**config.mk**
```make
export PLATFORM = sky130hd
export DESIGN_NAME = mc_ctrl
export DESIGN_NICKNAME = d
export VERILOG_FILES = /design/src/rtl/mc_ctrl_pkg.sv /design/src/rtl/mc_ctrl_decode.sv /design/src/rtl/mc_ctrl.sv
export SDC_FILE = /design/constraint.sdc
export NUM_CORES = 1
export LEC_CHECK = 0
export BUFFER_PORTS_ARGS = -buffer_cell sky130_fd_sc_hd__buf_2
export CORE_MARGIN = 5
export CORE_UTILIZATION = 35
export DETAILED_ROUTE_END_ITERATION = 8
export PLACE_DENSITY = 0.73
export SETUP_SLACK_MARGIN = 0.5
export SLEW_MARGIN = 20
export SYNTH_ARGS = -nofsm -noshare
export SYNTH_HDL_FRONTEND = slang
export SYNTH_SLANG_ARGS = --single-unit
```
**constraint.sdc**
```tcl
create_clock -name clk -period 2 [get_ports clk]
set_clock_uncertainty 0.2 [all_clocks]
set_input_delay 0.5 -clock clk [delete_from_list [all_inputs] [get_ports clk]]
set_output_delay 0.5 -clock clk [all_outputs]
set_load 0.005 [all_outputs]
```
**src/rtl/mc_ctrl_pkg.sv**
```systemverilog
// Shared encodings for the multicycle controller: FSM states, opcode/funct
// values, datapath select codes and the one-hot instruction class.
package mc_ctrl_pkg;

  typedef enum logic [2:0] {
    S_FETCH  = 3'd0,
    S_DECODE = 3'd1,
    S_EXEC   = 3'd2,
    S_MEM    = 3'd3,
    S_WB     = 3'd4
  } state_e;

  // IR[31:26]
  localparam logic [5:0] OP_RTYPE = 6'h00;
  localparam logic [5:0] OP_J     = 6'h02;
  localparam logic [5:0] OP_BEQ   = 6'h04;
  localparam logic [5:0] OP_ORI   = 6'h0D;
  localparam logic [5:0] OP_LUI   = 6'h0F;
  localparam logic [5:0] OP_LW    = 6'h23;
  localparam logic [5:0] OP_SW    = 6'h2B;

  // IR[5:0] for R-type
  localparam logic [5:0] FN_ADDU  = 6'h21;
  localparam logic [5:0] FN_SUBU  = 6'h23;

  // Immediate extender control
  localparam logic [1:0] EOP_SIGN = 2'b00;
  localparam logic [1:0] EOP_ZERO = 2'b01;
  localparam logic [1:0] EOP_LUI  = 2'b10;
  localparam logic [1:0] EOP_SHL2 = 2'b11;

  // ALU operation
  localparam logic [1:0] ALU_ADD  = 2'b00;
  localparam logic [1:0] ALU_SUB  = 2'b01;
  localparam logic [1:0] ALU_OR   = 2'b10;
  localparam logic [1:0] ALU_PASB = 2'b11;

  // ALU B operand select
  localparam logic [1:0] SRCB_RT  = 2'b00;
  localparam logic [1:0] SRCB_4   = 2'b01;
  localparam logic [1:0] SRCB_EXT = 2'b10;

  // Next-PC select
  localparam logic [1:0] PC_PLUS4 = 2'b00;
  localparam logic [1:0] PC_BR    = 2'b01;
  localparam logic [1:0] PC_JUMP  = 2'b10;

  // One-hot instruction class; exactly one field set at a time
  typedef struct packed {
    logic rtype_add;
    logic rtype_sub;
    logic ori;
    logic lw;
    logic sw;
    logic beq;
    logic lui;
    logic j;
    logic none;
  } icls_t;

  // Immediate extender; the datapath uses this so it shares EOp codes with
  // the controller.
  function automatic logic [31:0] ext_imm(input logic [1:0] eop,
                                          input logic [15:0] imm);
    logic [31:0] r;
    case (eop)
      EOP_SIGN: r = {{16{imm[15]}}, imm};
      EOP_ZERO: r = {16'h0000, imm};
      EOP_LUI:  r = {imm, 16'h0000};
      default:  r = {{14{imm[15]}}, imm, 2'b00};
    endcase
    return r;
  endfunction

endpackage

```
**src/rtl/mc_ctrl_decode.sv**
```systemverilog
// Maps op/funct to a one-hot instruction class; anything unrecognised
// (including the all-zero nop) lands in the none class.
module mc_decode
  import mc_ctrl_pkg::*;
(
  input  logic [5:0] op,
  input  logic [5:0] funct,
  output icls_t      cls
);

  // Class lookup; none is the complement of every supported class
  always_comb begin
    cls = '0;
    case (op)
      OP_RTYPE: begin
        cls.rtype_add = (funct == FN_ADDU);
        cls.rtype_sub = (funct == FN_SUBU);
      end
      OP_ORI:  cls.ori = 1'b1;
      OP_LW:   cls.lw  = 1'b1;
      OP_SW:   cls.sw  = 1'b1;
      OP_BEQ:  cls.beq = 1'b1;
      OP_LUI:  cls.lui = 1'b1;
      OP_J:    cls.j   = 1'b1;
      default: ;
    endcase
    cls.none = ~(cls.rtype_add | cls.rtype_sub | cls.ori | cls.lw |
                 cls.sw | cls.beq | cls.lui | cls.j);
  end

endmodule

```
**src/rtl/mc_ctrl.sv**
```systemverilog
// Multicycle MIPS-subset controller: state register plus combinational
// control outputs derived from state, decoded instruction, zero and mem_rdy.
module mc_ctrl
  import mc_ctrl_pkg::*;
(
  input  logic       clk,
  input  logic       reset_n,
  input  logic [5:0] op,
  input  logic [5:0] funct,
  input  logic       zero,
  input  logic       mem_rdy,
  output logic       pc_wr,
  output logic [1:0] pc_src,
  output logic       ir_wr,
  output logic       mem_rd,
  output logic       mem_wr,
  output logic       iord,
  output logic       reg_wr,
  output logic       reg_dst,
  output logic       mem2reg,
  output logic [1:0] alu_srcb,
  output logic [1:0] alu_op,
  output logic [1:0] EOp,
  output logic [2:0] state
);

  state_e state_q, nxt;
  icls_t  cls;

  mc_decode u_dec (
    .op    (op),
    .funct (funct),
    .cls   (cls)
  );

  assign state = state_q;

  // Next state and control outputs; reset masks writes but keeps the
  // memory pointed at the PC so the first fetch address is already stable.
  always_comb begin
    nxt      = state_q;
    pc_wr    = 1'b0;
    pc_src   = PC_PLUS4;
    ir_wr    = 1'b0;
    mem_rd   = 1'b0;
    mem_wr   = 1'b0;
    iord     = 1'b0;
    reg_wr   = 1'b0;
    reg_dst  = 1'b0;
    mem2reg  = 1'b0;
    alu_srcb = SRCB_RT;
    alu_op   = ALU_ADD;
    EOp      = EOP_SIGN;
    case (state_q)
      S_FETCH: begin
        mem_rd = 1'b1;
        if (mem_rdy) begin
          ir_wr = 1'b1;
          pc_wr = 1'b1;
          nxt   = S_DECODE;
        end
      end
      S_DECODE: begin
        // Branch target precomputed here so EXEC only needs the compare
        EOp      = EOP_SHL2;
        alu_srcb = SRCB_EXT;
        alu_op   = ALU_ADD;
        if (cls.j) begin
          pc_wr  = 1'b1;
          pc_src = PC_JUMP;
          nxt    = S_FETCH;
        end else if (cls.none) begin
          nxt = S_FETCH;
        end else begin
          nxt = S_EXEC;
        end
      end
      S_EXEC: begin
        nxt = S_FETCH;
        if (cls.rtype_add || cls.rtype_sub) begin
          alu_op = cls.rtype_sub ? ALU_SUB : ALU_ADD;
          nxt    = S_WB;
        end else if (cls.ori) begin
          EOp      = EOP_ZERO;
          alu_srcb = SRCB_EXT;
          alu_op   = ALU_OR;
          nxt      = S_WB;
        end else if (cls.lui) begin
          EOp      = EOP_LUI;
          alu_srcb = SRCB_EXT;
          alu_op   = ALU_PASB;
          nxt      = S_WB;
        end else if (cls.lw || cls.sw) begin
          EOp      = EOP_SIGN;
          alu_srcb = SRCB_EXT;
          nxt      = S_MEM;
        end else if (cls.beq) begin
          alu_op = ALU_SUB;
          pc_src = PC_BR;
          pc_wr  = zero;
        end
      end
      S_MEM: begin
        iord   = 1'b1;
        mem_rd = cls.lw;
        mem_wr = cls.sw;
        if (mem_rdy) nxt = cls.lw ? S_WB : S_FETCH;
      end
      S_WB: begin
        reg_wr  = 1'b1;
        reg_dst = cls.rtype_add | cls.rtype_sub;
        mem2reg = cls.lw;
        nxt     = S_FETCH;
      end
      default: nxt = S_FETCH;
    endcase
    if (!reset_n) begin
      pc_wr    = 1'b0;
      pc_src   = PC_PLUS4;
      ir_wr    = 1'b0;
      mem_rd   = 1'b1;
      mem_wr   = 1'b0;
      iord     = 1'b0;
      reg_wr   = 1'b0;
      reg_dst  = 1'b0;
      mem2reg  = 1'b0;
      alu_srcb = SRCB_RT;
      alu_op   = ALU_ADD;
      EOp      = EOP_SIGN;
    end
  end

  // State register with synchronous reset to FETCH
  always_ff @(posedge clk) begin
    if (!reset_n) state_q <= S_FETCH;
    else          state_q <= nxt;
  end

endmodule

```
* Word-level counts from Yosys, hierarchy flattened
Index checks and enable logic that the tools add are counted.
** Operators by class
- Bitwise logic cells :: 7
- Reductions and logical operators :: 5
- Equality and inequality tests :: 14
- Muxes and demuxes :: 65
** Operators by type and width (count)
- $mux W2 :: 20
- $mux W1 :: 33
- $eq A6 B6 Y1 const B :: 4
- $mux W3 :: 6
- $eq A6 B4 Y1 const B :: 2
- $pmux W2 S2 :: 3
- $pmux W3 S4 :: 1
- $or A1 B1 Y1 :: 7
- $eq A3 B2 Y1 const B :: 2
- $eq A6 B2 Y1 const B :: 1
- $eq A6 B3 Y1 const B :: 1
- $logic_not A6 Y1 :: 1
- $ne A2 B2 Y1 const B :: 2
- $eq A3 B1 Y1 const B :: 1
- $eq A3 B3 Y1 const B :: 1
- $logic_not A3 Y1 :: 1
- $pmux W1 S3 :: 1
- $logic_or A1 B1 Y1 :: 2
- $pmux W1 S2 :: 1
- $reduce_and A2 Y1 :: 1
** Word-level totals
- Register bits :: 3
- Input port bits :: 16
- Output and inout bits :: 19

* Logic depth before layout (Yosys ltp)
Gate-level depths: netlist of run 1.
- Depth in word-level cells :: 12
- Gate-level depth with buffers :: 5
- Mapped depth without buffers :: 4

* Cells and area by module
A second synthesis of run 1 with hierarchy kept.
** Second synthesis, totals
- Cells, all modules :: 80
- Area, all modules :: 538.0 µm²
** By module, submodules not included
- mc_ctrl :: seq. area each 60.1 µm², instances 1, cells each 57, area an instance 379.1 µm²
- mc_decode :: seq. area each 0.0 µm², instances 1, cells each 23, area an instance 158.9 µm²

* Worst setup path after synthesis of run 1
No wires, ideal clock.
- Path type :: input to output
- From :: input port op[2]
- To :: output port mem_rd
- Cell stages on the path :: 5
- Data arrival time :: 1.468 ns
- Setup slack :: -0.168 ns
- Cells stage by stage :: nand2b_1 > or3_1 > buf_2 > o31a_1 > o21ai_1
** On the way
- Longest elaborated chain between the ends :: 4
** RTL lines
- start: declaration :: RTL line mc_ctrl.sv:8 : input logic [5:0] op,
- $eq A6 B6 Y1 :: RTL line mc_ctrl_decode.sv:14 : case (op)
- $mux W1 :: RTL line mc_ctrl_decode.sv:14
- $pmux W1 S2 :: RTL line mc_ctrl.sv:54 : case (state_q)
- $mux W1 :: RTL line mc_ctrl.sv:117 : if (!reset_n) begin
- end: declaration :: RTL line mc_ctrl.sv:15 : output logic mem_rd,
Every way passes these cells.

* Final worst setup path of run 1
- From :: input port op[2]
- To :: output port pc_wr
** On the way
- Longest elaborated chain between the ends :: 9
** RTL lines
- $eq A6 B3 Y1 or $eq A6 B6 Y1 (tied branches) :: RTL line mc_ctrl_decode.sv:14
- $mux W1 :: RTL line mc_ctrl_decode.sv:14
- $mux W1 or $logic_or A1 B1 Y1 (tied branches) :: RTL line mc_ctrl.sv:97, mc_ctrl.sv:93
- $mux W1 :: RTL line mc_ctrl.sv:93 : end else if (cls.lw || cls.sw) begin
- $mux W1 :: RTL line mc_ctrl.sv:88 : end else if (cls.lui) begin
- $mux W1 :: RTL line mc_ctrl.sv:83 : end else if (cls.ori) begin
- $mux W1 :: RTL line mc_ctrl.sv:80 : if (cls.rtype_add || cls.rtype_sub) begin
- $pmux W1 S3 (*) :: RTL line mc_ctrl.sv:54
- $mux W1 (*) :: RTL line mc_ctrl.sv:117
- end: declaration :: RTL line mc_ctrl.sv:12 : output logic pc_wr,
Mark *: on every way between the ends. The rest lies on a longest branch, timed or not.

==> results_dict.tcl, run 1 <==
set metrics [dict create \
    chipHeight_um 47.39 \
    slowest_delay_ps 240 \
    postCtsHoldBufs 0 \
    grt_overflow 0 \
    drt_wl_total_um 3325 \
    synth_most_common_cell "nor2_1" \
    die_x_um 47.39 \
    synthCells 74 \
    holdPathStages 2 \
    place_ws_ps -349.1 \
    met2WireLength_um 1546 \
    violations "negative setup slack" \
    syn_to_final_growth_pct 152.4 \
    via_count 981 \
    critical_path_class "in2out" \
    synth_common_cells "nor2_1 (9), nand2b_1 (6), a21oi_1 (5), inv_1 (4)" \
    peakVddDrop_mv 0.2473 \
    layout-drive-gt1-share 0.7413 \
    r2r_start "state[0]" \
    cts_tree "done" \
    crit_start "op[2]" \
    synth.area.top_cells "dfxtp_1 (12%), nand2b_1 (7.7%), nor2_1 (6.9%)" \
    cp-start-kind "input pin" \
    worstSkewPairLatency_ps 250 \
    rrSetupSlack_ps 400 \
    nets 160 \
    critPathCaptureType "primary output" \
    crit_arrival_ps 1640 \
    wl_met1_um 1166 \
    period_share 1.171 \
    avgSynthCellArea_um2 6.611 \
    clkTransAtPathRegs_ps 40 \
    r2r.worst_path.cells 5 \
    p_per_area_nw_per_um2 268.5 \
    crit_path_top_delay_cell "nor3b_4" \
    wl_per_cell_um 21.04 \
    netlist_area_um2 489.2 \
    ant_nets 0 \
    ys.flop_type "dfxtp_1" \
    fmax_mhz 427.0 \
    grt_max_degree 10 \
    cts_buffers 3 \
    setup_viol 13 \
    antenna_found_initial 0 \
    hold_violations 0 \
    io_pins 35 \
    slew_viol_final 0 \
    cp_top_family "buffers and inverters" \
    grt_pass1_wl_um 3753 \
    dr_wl_met3_um 375 \
    numPortBuffers 33 \
    antenna_cells 0 \
    post-route-drc-count 0 \
    synth.ff_latch_count 3 \
    synthDistinctLibCells 35 \
    fin_ws_ps -341.9 \
    synth_nets 90 \
    highest_layer "met4" \
    drt-initial-drc-count 55 \
    yosysSeqAreaShare 0.1228 \
    yosys_warnings 0 \
    crit_path_max_fanout 3 \
    drtPass1Iterations 5 \
    largest_reg_flops 3 \
    p_leak_nw 0.5957 \
    crit_top_cell "buf_6" \
    fin_crit_ps 2342 \
    hold_class "reg2reg" \
    cts_sinks 3 \
    required_ps 1300 \
    grt_pass1_vias 848 \
    fp-row-count 13 \
    synthArstFlopShare 0 \
    fin_util 0.9373 \
    outcome "finished with violations" \
    place_congestion 0.8394 \
    grt_usage 0.2385 \
    core_area_um2 1318 \
    crit_end "pc_wr" \
    viasPerCell 6.209 \
    hpwl_um 1461 \
    ctsLongestPathBuffers 2 \
    rsz0062_at_grt "true" \
    crit_buf_inv 5 \
    synth_edf_count 0 \
    h-tree-depth 1 \
    r2r-end "state[2]" \
    path_cells "buf_6 > buf_6 > nor3b_4 > buf_4 > buf_6 > nand4_1 > a21oi_2 > buf_2" \
    die-area_um2 2245 \
    ctsRootBufferMaster "clkbuf_4" \
    critical_path_depth 8 \
    start_util 0.3713 \
    fillers 44 \
    synth.top_cell.area_share 0.1228 \
    cap_violations 0 \
    yosys.area.top_type "dfxtp_1" \
]
## power breakdown
group | leakage (nW) | internal (mW) | switching [mW] | total [mW]
Combinational | 0.554 | 0.0756 | 0.0756 | 0.151
Clock | 0.0150 | 0.0755 | 0.0432 | 0.119
Sequential | 0.0264 | 0.0598 | 0.00189 | 0.0617
## area by class of cell
| cell class | count | area, um^2 | area share |
|---|---|---|---|
| well taps | 15 | 18.77 | 0.01520 |
| clock buffers | 4 | 26.28 | 0.02128 |
| inverters | 4 | 15.01 | 0.01216 |
| repair buffers | 70 | 536.8 | 0.4347 |
| flip-flops and latches | 3 | 68.82 | 0.05572 |
| multi-input cells | 62 | 569.3 | 0.4610 |
## stage by stage
stage / power (mW) / std cells / hold slack (ps) / instance area, um^2 / setup TNS [ps]
after global routing: 0.3419 / 158 / 430.3 / 1235 / -3825
final: 0.3316 / 158 / 415.1 / 1235 / -3015
after floorplan: 0.1179 / 74 / 396.8 / 611.8 / -226.2
after global placement: 0.1632 / 136 / 415.8 / 875.8 / -2549
after detailed placement: 0.1659 / 136 / 428.0 / 875.8 / -2863
after CTS: 0.2975 / 148 / 386.6 / 1112 / -2322
## how the worst min path moves through the flow
stage	from	slack (ps)	endpoint
4_1_cts	state[2]	390	state[2]
2_1_floorplan	state[1]	400	state[0]
3_5_place_dp	state[1]	430	state[0]
3_3_place_gp	state[1]	420	state[0]
5_1_grt	state[2]	430	state[2]
6_report	state[2]	420	state[2]
## cell usage in the layout, fill, tap and decap left out, types with 2 or more instances in the layout
| cell type | synthesis | layout |
|---|---|---|
| nand3_2 | 0 | 2 |
| nand2b_1 | 6 | 3 |
| nor4_4 | 0 | 2 |
| nand3b_1 | 2 | 2 |
| dfxtp_4 | 0 | 2 |
| o21ai_1 | 1 | 2 |
| a21oi_2 | 0 | 4 |
| buf_4 | 1 | 26 |
| nor2_4 | 0 | 2 |
| buf_2 | 1 | 26 |
| nand2_4 | 0 | 2 |
| clkbuf_4 | 0 | 3 |
| buf_6 | 0 | 17 |
| inv_1 | 4 | 4 |
| a21o_1 | 2 | 2 |
| nor2_1 | 9 | 5 |
| nor3_2 | 0 | 2 |
| a211o_1 | 2 | 2 |
| nand2b_4 | 0 | 3 |
| and3_1 | 2 | 2 |
| nand4b_1 | 2 | 2 |
| or3_4 | 0 | 2 |
| nor2_2 | 0 | 2 |
| nand4_1 | 3 | 3 |
## tightest hold or removal path, stage by stage (launching register included)
cell and delay, ps:
dfxtp_2 320, nand2b_4 190, a211oi_2 50
## timing repair
| action | in CTS | in global routing |
|---|---|---|
| resized for setup | 35 | 12 |
| setup buffers | 8 | 10 |
| pin swaps | 13 | 11 |
| endpoints found under the setup margin | 21 | 21 |
## per-layer routing
metal | vias up | global-route usage
met4 | 0 | 0.08840
met1 | 443 | 0.2680
met3 | 30 | 0.04598
li1 | 409 | -
met2 | 99 | 0.4358
met5 | - | 0
## kinds of logic after synthesis
group,after synthesis,share of synthesized area
mux,1,0.02046
compound gates,16,0.2353
simple gates,44,0.5345
buf+inv,9,0.07927
flops,3,0.1228
other cells,1,0.007665
Note: power is estimated with default switching activity, not from simulation.
==> run 2, diff against run 1 <==
--- a/config.mk
+++ b/config.mk
@@ -6,7 +6,7 @@
 export NUM_CORES = 1
 export LEC_CHECK = 0
 export BUFFER_PORTS_ARGS = -buffer_cell sky130_fd_sc_hd__buf_2
-export CORE_MARGIN = 5
+export CORE_MARGIN = 3
 export CORE_UTILIZATION = 35
 export DETAILED_ROUTE_END_ITERATION = 8
 export PLACE_DENSITY = 0.73
==> run 2 against run 1 <==
Area after synthesis stayed put. The flow now stops in 5_1_grt. Synthesized cell count unchanged.
==> results_dict.tcl, run 2 <==
set metrics [dict create \
    yosys.area.top_type "dfxtp_1" \
    synthDistinctLibCells 35 \
    synthArstFlopShare 0 \
    synth.top_cell.area_share 0.1228 \
    error_line "[ERROR DPL-0038] Utilization greater than 100%, impossible to legalize" \
    start_util 0.4073 \
    h-tree-depth 1 \
    hpwl_um 1466 \
    place_congestion 0.8020 \
    avgSynthCellArea_um2 6.611 \
    io_pins 35 \
    fp-row-count 12 \
    synth_nets 90 \
    netlist_area_um2 489.2 \
    synth_most_common_cell "nor2_1" \
    ctsLongestPathBuffers 2 \
    yosysSeqAreaShare 0.1228 \
    synth.area.top_cells "dfxtp_1 (12%), nand2b_1 (7.7%), nor2_1 (6.9%)" \
    grt_max_degree 10 \
    yosys_warnings 0 \
    synth.ff_latch_count 3 \
    stop_stage "5_1_grt" \
    synth_common_cells "nor2_1 (9), nand2b_1 (6), a21oi_1 (5), inv_1 (4)" \
    synth_edf_count 0 \
    grt-worst-endpoint "alu_op[0]" \
    place_ws_ps -340.8 \
    cts_sinks 3 \
    ctsRootBufferMaster "clkbuf_4" \
    numPortBuffers 33 \
    die_x_um 43.39 \
    cts_buffers 3 \
    outcome "did not finish" \
    ys.flop_type "dfxtp_1" \
    worst-ep-kind "output port" \
    postCtsHoldBufs 0 \
    chipHeight_um 43.39 \
    synthCells 74 \
]
-- run 2: repair_timing --
action                     CTS
pin swaps                   17
resized for setup           30
setup endpoints to repair   21
buffers inserted             9
-- run 2: logic make-up after synthesis --
logic type | Yosys count | synth area share
other cells | 1 | 0.007665
compound gates | 16 | 0.2353
simple gates | 44 | 0.5345
buf+inv | 9 | 0.07927
flops | 3 | 0.1228
mux | 1 | 0.02046
-- run 2: through the flow --
step | hold slack [ps] | area, um^2 | cells
after global placement | 415.5 | 879.6 | 134
after floorplan | 396.8 | 611.8 | 74
after CTS | 383.9 | 1087 | 147
after detailed placement | 431.1 | 879.6 | 134
==> run 3, diff against run 2 <==
--- a/config.mk
+++ b/config.mk
@@ -6,11 +6,10 @@
 export NUM_CORES = 1
 export LEC_CHECK = 0
 export BUFFER_PORTS_ARGS = -buffer_cell sky130_fd_sc_hd__buf_2
-export CORE_MARGIN = 3
-export CORE_UTILIZATION = 35
+export CORE_AREA = 3 3 64 66
 export DETAILED_ROUTE_END_ITERATION = 8
-export PLACE_DENSITY = 0.73
-export SETUP_SLACK_MARGIN = 0.5
+export DIE_AREA = 0 0 67 69
+export PLACE_DENSITY_LB_ADDON = 0.15
 export SLEW_MARGIN = 20
 export SYNTH_ARGS = -nofsm -noshare
 export SYNTH_HDL_FRONTEND = slang
==> constraint.sdc (replaced) <==
create_clock -name clk -period 2.6 [get_ports clk]
set_clock_uncertainty 0.2 [all_clocks]
set_input_delay 0.65 -clock clk [delete_from_list [all_inputs] [get_ports clk]]
set_output_delay 0.65 -clock clk [all_outputs]
set_load 0.005 [all_outputs]
==> run 3 against run 2 <==
The flow now finishes without violations.
==> results_dict.tcl, run 3 (synthesis results as in run 1) <==
set metrics [dict create \
    outcome "finished clean" \
    clkTransAtPathRegs_ps 30 \
    critical_path_class "in2out" \
    nets 136 \
    period_share 0.9862 \
    crit_path_top_delay_cell "or3_4" \
    slew_viol_final 0 \
    grt_usage 0.09138 \
    p_leak_nw 0.4200 \
    pwr-share-clk 0.514 \
    ctsLongestPathBuffers 2 \
    peakVddDrop_mv 0.1065 \
    fp-row-count 22 \
    p_per_area_nw_per_um2 283.2 \
    io_pins 35 \
    post-route-drc-count 0 \
    fillers 450 \
    critPathCaptureType "primary output" \
    cts_sinks 3 \
    via_count 715 \
    start_util 0.1346 \
    cp-start-kind "input pin" \
    die_x_um 67 \
    p_seq_frac 0.189 \
    antenna_found_initial 0 \
    grt_pass1_wl_um 3263 \
    layout-drive-gt1-share 0.5294 \
    required_ps 1750 \
    hpwl_um 1682 \
    rsz0062_at_grt "true" \
    ant_nets 0 \
    switching_power_mw 0.07141 \
    hold_class "reg2reg" \
    switching_share 0.2709 \
    multi_input_area_um2 460.4 \
    h-tree-depth 1 \
    core_area_um2 3633 \
    place_ws_ps -90.67 \
    cap_violations 0 \
    chipHeight_um 69 \
    drt_wl_total_um 2153 \
    largest_reg_flops 3 \
    fin_util 0.2562 \
    p_int_mw 0.1922 \
    slowest_delay_ps 350 \
    hold_violations 0 \
    final-seq-area_um2 60.06 \
    crit_arrival_ps 1710 \
    grt_overflow 0 \
    wl_per_cell_um 12.89 \
    drtPass1Iterations 4 \
    cts_tree "done" \
    crit_path_max_fanout 4 \
    totalPowerFinal_mw 0.2636 \
    power_frac_comb 0.296 \
    worstSkewPairLatency_ps 220 \
    syn_to_final_growth_pct 90.28 \
    final.setup.tns_ps 0 \
    fin_crit_ps 2564 \
    setup_viol 0 \
    ctsRootBufferMaster "clkbuf_8" \
    holdWs_ps 409.7 \
    grt_pass1_vias 724 \
    cts_buffers 3 \
    numPortBuffers 33 \
    fmax_mhz 390.0 \
    fin_ws_ps 36.00 \
    viasPerCell 4.281 \
    path_cells "buf_8 > nand2b_4 > or3_4 > o31a_1 > o21ai_1 > buf_2" \
    antenna_cells 0 \
    place_congestion 0.7604 \
    final_cell_mix "buf_2 (28), buf_4 (15), nor2_1 (8)" \
    grt_max_degree 11 \
    die-area_um2 4623 \
    drt-initial-drc-count 20 \
    final_common_cell "buf_2" \
]
run 3: through the flow:
step / std cells / area (um^2)
global route: 167 / 930.9
detailed placement: 162 / 780.7
CTS: 166 / 844.6
global placement: 162 / 780.7
finish: 167 / 930.9
floorplan: 74 / 489.2
run 3: worst max-delay path, delay by kind of cell:
family | cells | cell delay [ps]
buf+inv | 2 | 220
simple gates | 2 | 480
compound gates | 2 | 350
run 3: path summary, 6_finish.rpt:
kind	end	startpoint	slack (ps)	cells after the start
max reg2reg	state[1]	state[2]	1100	3
min reg2reg	state[0]	state[1]	410	2
min	state[0]	state[1]	410	2
max	mem_rd	op[2]	40	6
run 3: final cells by class:
class | instances | area share
clock buffer | 4 | 0.04839
inverter | 4 | 0.01613
multi-input combinational | 62 | 0.4946
sequential | 3 | 0.06452
tap | 48 | 0.06452
timing repair buffer | 46 | 0.3118
run 3: power by group through the flow:
stage	sequential [mW]	clock (mW)	combinational (mW)
after floorplan	0.0488	0	0.0290
after global placement	0.0505	0	0.0638
after detailed placement	0.0506	0	0.0641
after CTS	0.0499	0.140	0.0672
after global routing	0.0503	0.146	0.0857
final	0.0499	0.136	0.0781
run 3: repair_timing:
action / CTS / global route
setup buffers: 0 / 1
gates resized for setup: 4 / 19
setup endpoints to repair: 4 / 7
hold buffers: 0 / 0
pin swaps: 4 / 9
run 3: per-layer routing:
| layer | vias to the layer above | global-route usage | part of all wire |
|---|---|---|---|
| li1 | 359 | - | - |
| met1 | 323 | 0.1136 | 0.41 |
| met2 | 29 | 0.1376 | 0.51 |
| met3 | 4 | 0.02932 | 0.071 |
| met4 | 0 | 0.04730 | 0.016 |
| met5 | - | 0 | 0 |
==> run 4, diff against run 3 <==
--- a/config.mk
+++ b/config.mk
@@ -9,7 +9,6 @@
 export CORE_AREA = 3 3 64 66
 export DETAILED_ROUTE_END_ITERATION = 8
 export DIE_AREA = 0 0 67 69
-export PLACE_DENSITY_LB_ADDON = 0.15
 export SLEW_MARGIN = 20
 export SYNTH_ARGS = -nofsm -noshare
 export SYNTH_HDL_FRONTEND = slang
==> run 4 against run 3 <==
The run now ends with negative setup slack left. Non-clock buffer count shrank 1. Worst setup slack lost 39 ps. Sequential share of layout area grew 0.30 points. Sequential power is essentially flat. Largest power group unchanged. Highest routed layer is now met3.
==> results_dict.tcl, run 4 (synthesis results as in run 1) <==
set metrics [dict create \
    outcome "finished with violations" \
    violations "negative setup slack" \
    worstSkewPairLatency_ps 210 \
    final-seq-area_um2 60.06 \
    fin_crit_ps 2603 \
    fin_ws_ps -3.430 \
    critPathCaptureType "primary output" \
    final_cell_mix "buf_2 (32), buf_4 (12), nor2_1 (8)" \
    holdCritStartpoint "state[1]" \
    ctsLongestPathBuffers 2 \
    crit_end "mem_rd" \
    core_area_um2 3633 \
    h-tree-depth 1 \
    die_x_um 67 \
    hpwl_um 1564 \
    p_leak_nw 0.4062 \
    cts_sinks 3 \
    rsz0062_at_grt "true" \
    largest_reg_flops 3 \
    chipHeight_um 69 \
    die-area_um2 4623 \
    slew_viol_final 0 \
    wl_per_cell_um 11.70 \
    fmax_mhz 384.1 \
    r2r.worst_path.cells 3 \
    setup_viol 1 \
    antenna_found_initial 0 \
    r2r-end "state[2]" \
    place_congestion 0.7895 \
    drtPass1Iterations 4 \
    io_pins 35 \
    fin_util 0.2448 \
    drt_wl_total_um 1943 \
    cp-start-kind "input pin" \
    clkTransAtPathRegs_ps 30 \
    hold_class "reg2reg" \
    fillers 425 \
    final_area_um2 889.6 \
    grt_max_degree 10 \
    placed_area_um2 780.7 \
    cts_tree "done" \
    fp-row-count 22 \
    grt_pass1_wl_um 3098 \
    grt_usage 0.08526 \
    cts_buffers 3 \
    peakVddDrop_mv 0.2785 \
    viasPerCell 4.235 \
    antenna_cells 0 \
    place_ws_ps -58.29 \
    holdPathStages 2 \
    numPortBuffers 33 \
    syn_to_final_growth_pct 81.84 \
    critical_path_class "in2out" \
    crit_arrival_ps 1750 \
    ctsRootBufferMaster "clkbuf_8" \
    drt-initial-drc-count 15 \
    grt_pass1_vias 680 \
    rrSetupSlack_ps 1050 \
    crit_start "op[2]" \
    grt_overflow 0 \
    hold_violations 0 \
    layout-drive-gt1-share 0.5085 \
    multi_input_area_um2 444.2 \
    nets 135 \
    final_common_cell "buf_2" \
    required_ps 1750 \
    post-route-drc-count 0 \
    cap_violations 0 \
    ant_nets 0 \
    r2r_start "state[0]" \
    via_count 703 \
    start_util 0.1346 \
    period_share 1.001 \
    crit_path_max_fanout 4 \
    p_per_area_nw_per_um2 284.9 \
]
## run 4: how the worst min path moves through the flow
stage / end
floorplan: state[0]
global placement: state[0]
detailed placement: state[0]
CTS: state[0]
global route: state[0]
finish: state[0]
## run 4: stage by stage
stage / power, mW / hold WS (ps) / TNS (ps) / instances
floorplan: 0.07780 / 358.4 / 0 / 74
global placement: 0.1113 / 392.5 / -139.3 / 162
detailed placement: 0.1118 / 388.0 / -111.5 / 162
CTS: 0.2531 / 390.5 / -8.219 / 166
global route: 0.2737 / 424.7 / -391.4 / 166
finish: 0.2534 / 391.8 / -3.430 / 166
## run 4: power by group
part	switching, mW	internal (mW)	total (mW)
clock network	0.0297	0.104	0.134
registers	0.00249	0.0475	0.0500
logic	0.0346	0.0348	0.0694
## run 4: final cells by class
cell class	count	share of cell area
clock buffers	4	0.05063
inverters	4	0.01688
multi-input cells	62	0.4993
flip-flops and latches	3	0.06751
well taps	48	0.06751
repair buffers	45	0.2982
## run 4: metal layers
layer  track usage  share of wire
met2        0.1266           0.45
met3       0.04235          0.094
met1        0.1119           0.46
met4       0.01351              0
met5             0              0
## run 4: repair_timing
action / CTS / global route
gates resized for setup: 6 / 6
pin swaps: 1 / 3
setup buffers: 0 / 0
hold buffers: 0 / 0
setup endpoints to repair: 2 / 8
## run 4: critical path, stage by stage
cell and delay (ps):
buf_8 100, nand2b_4 130, or3_4 340, o31a_1 310
o21ai_1 110, buf_2 120
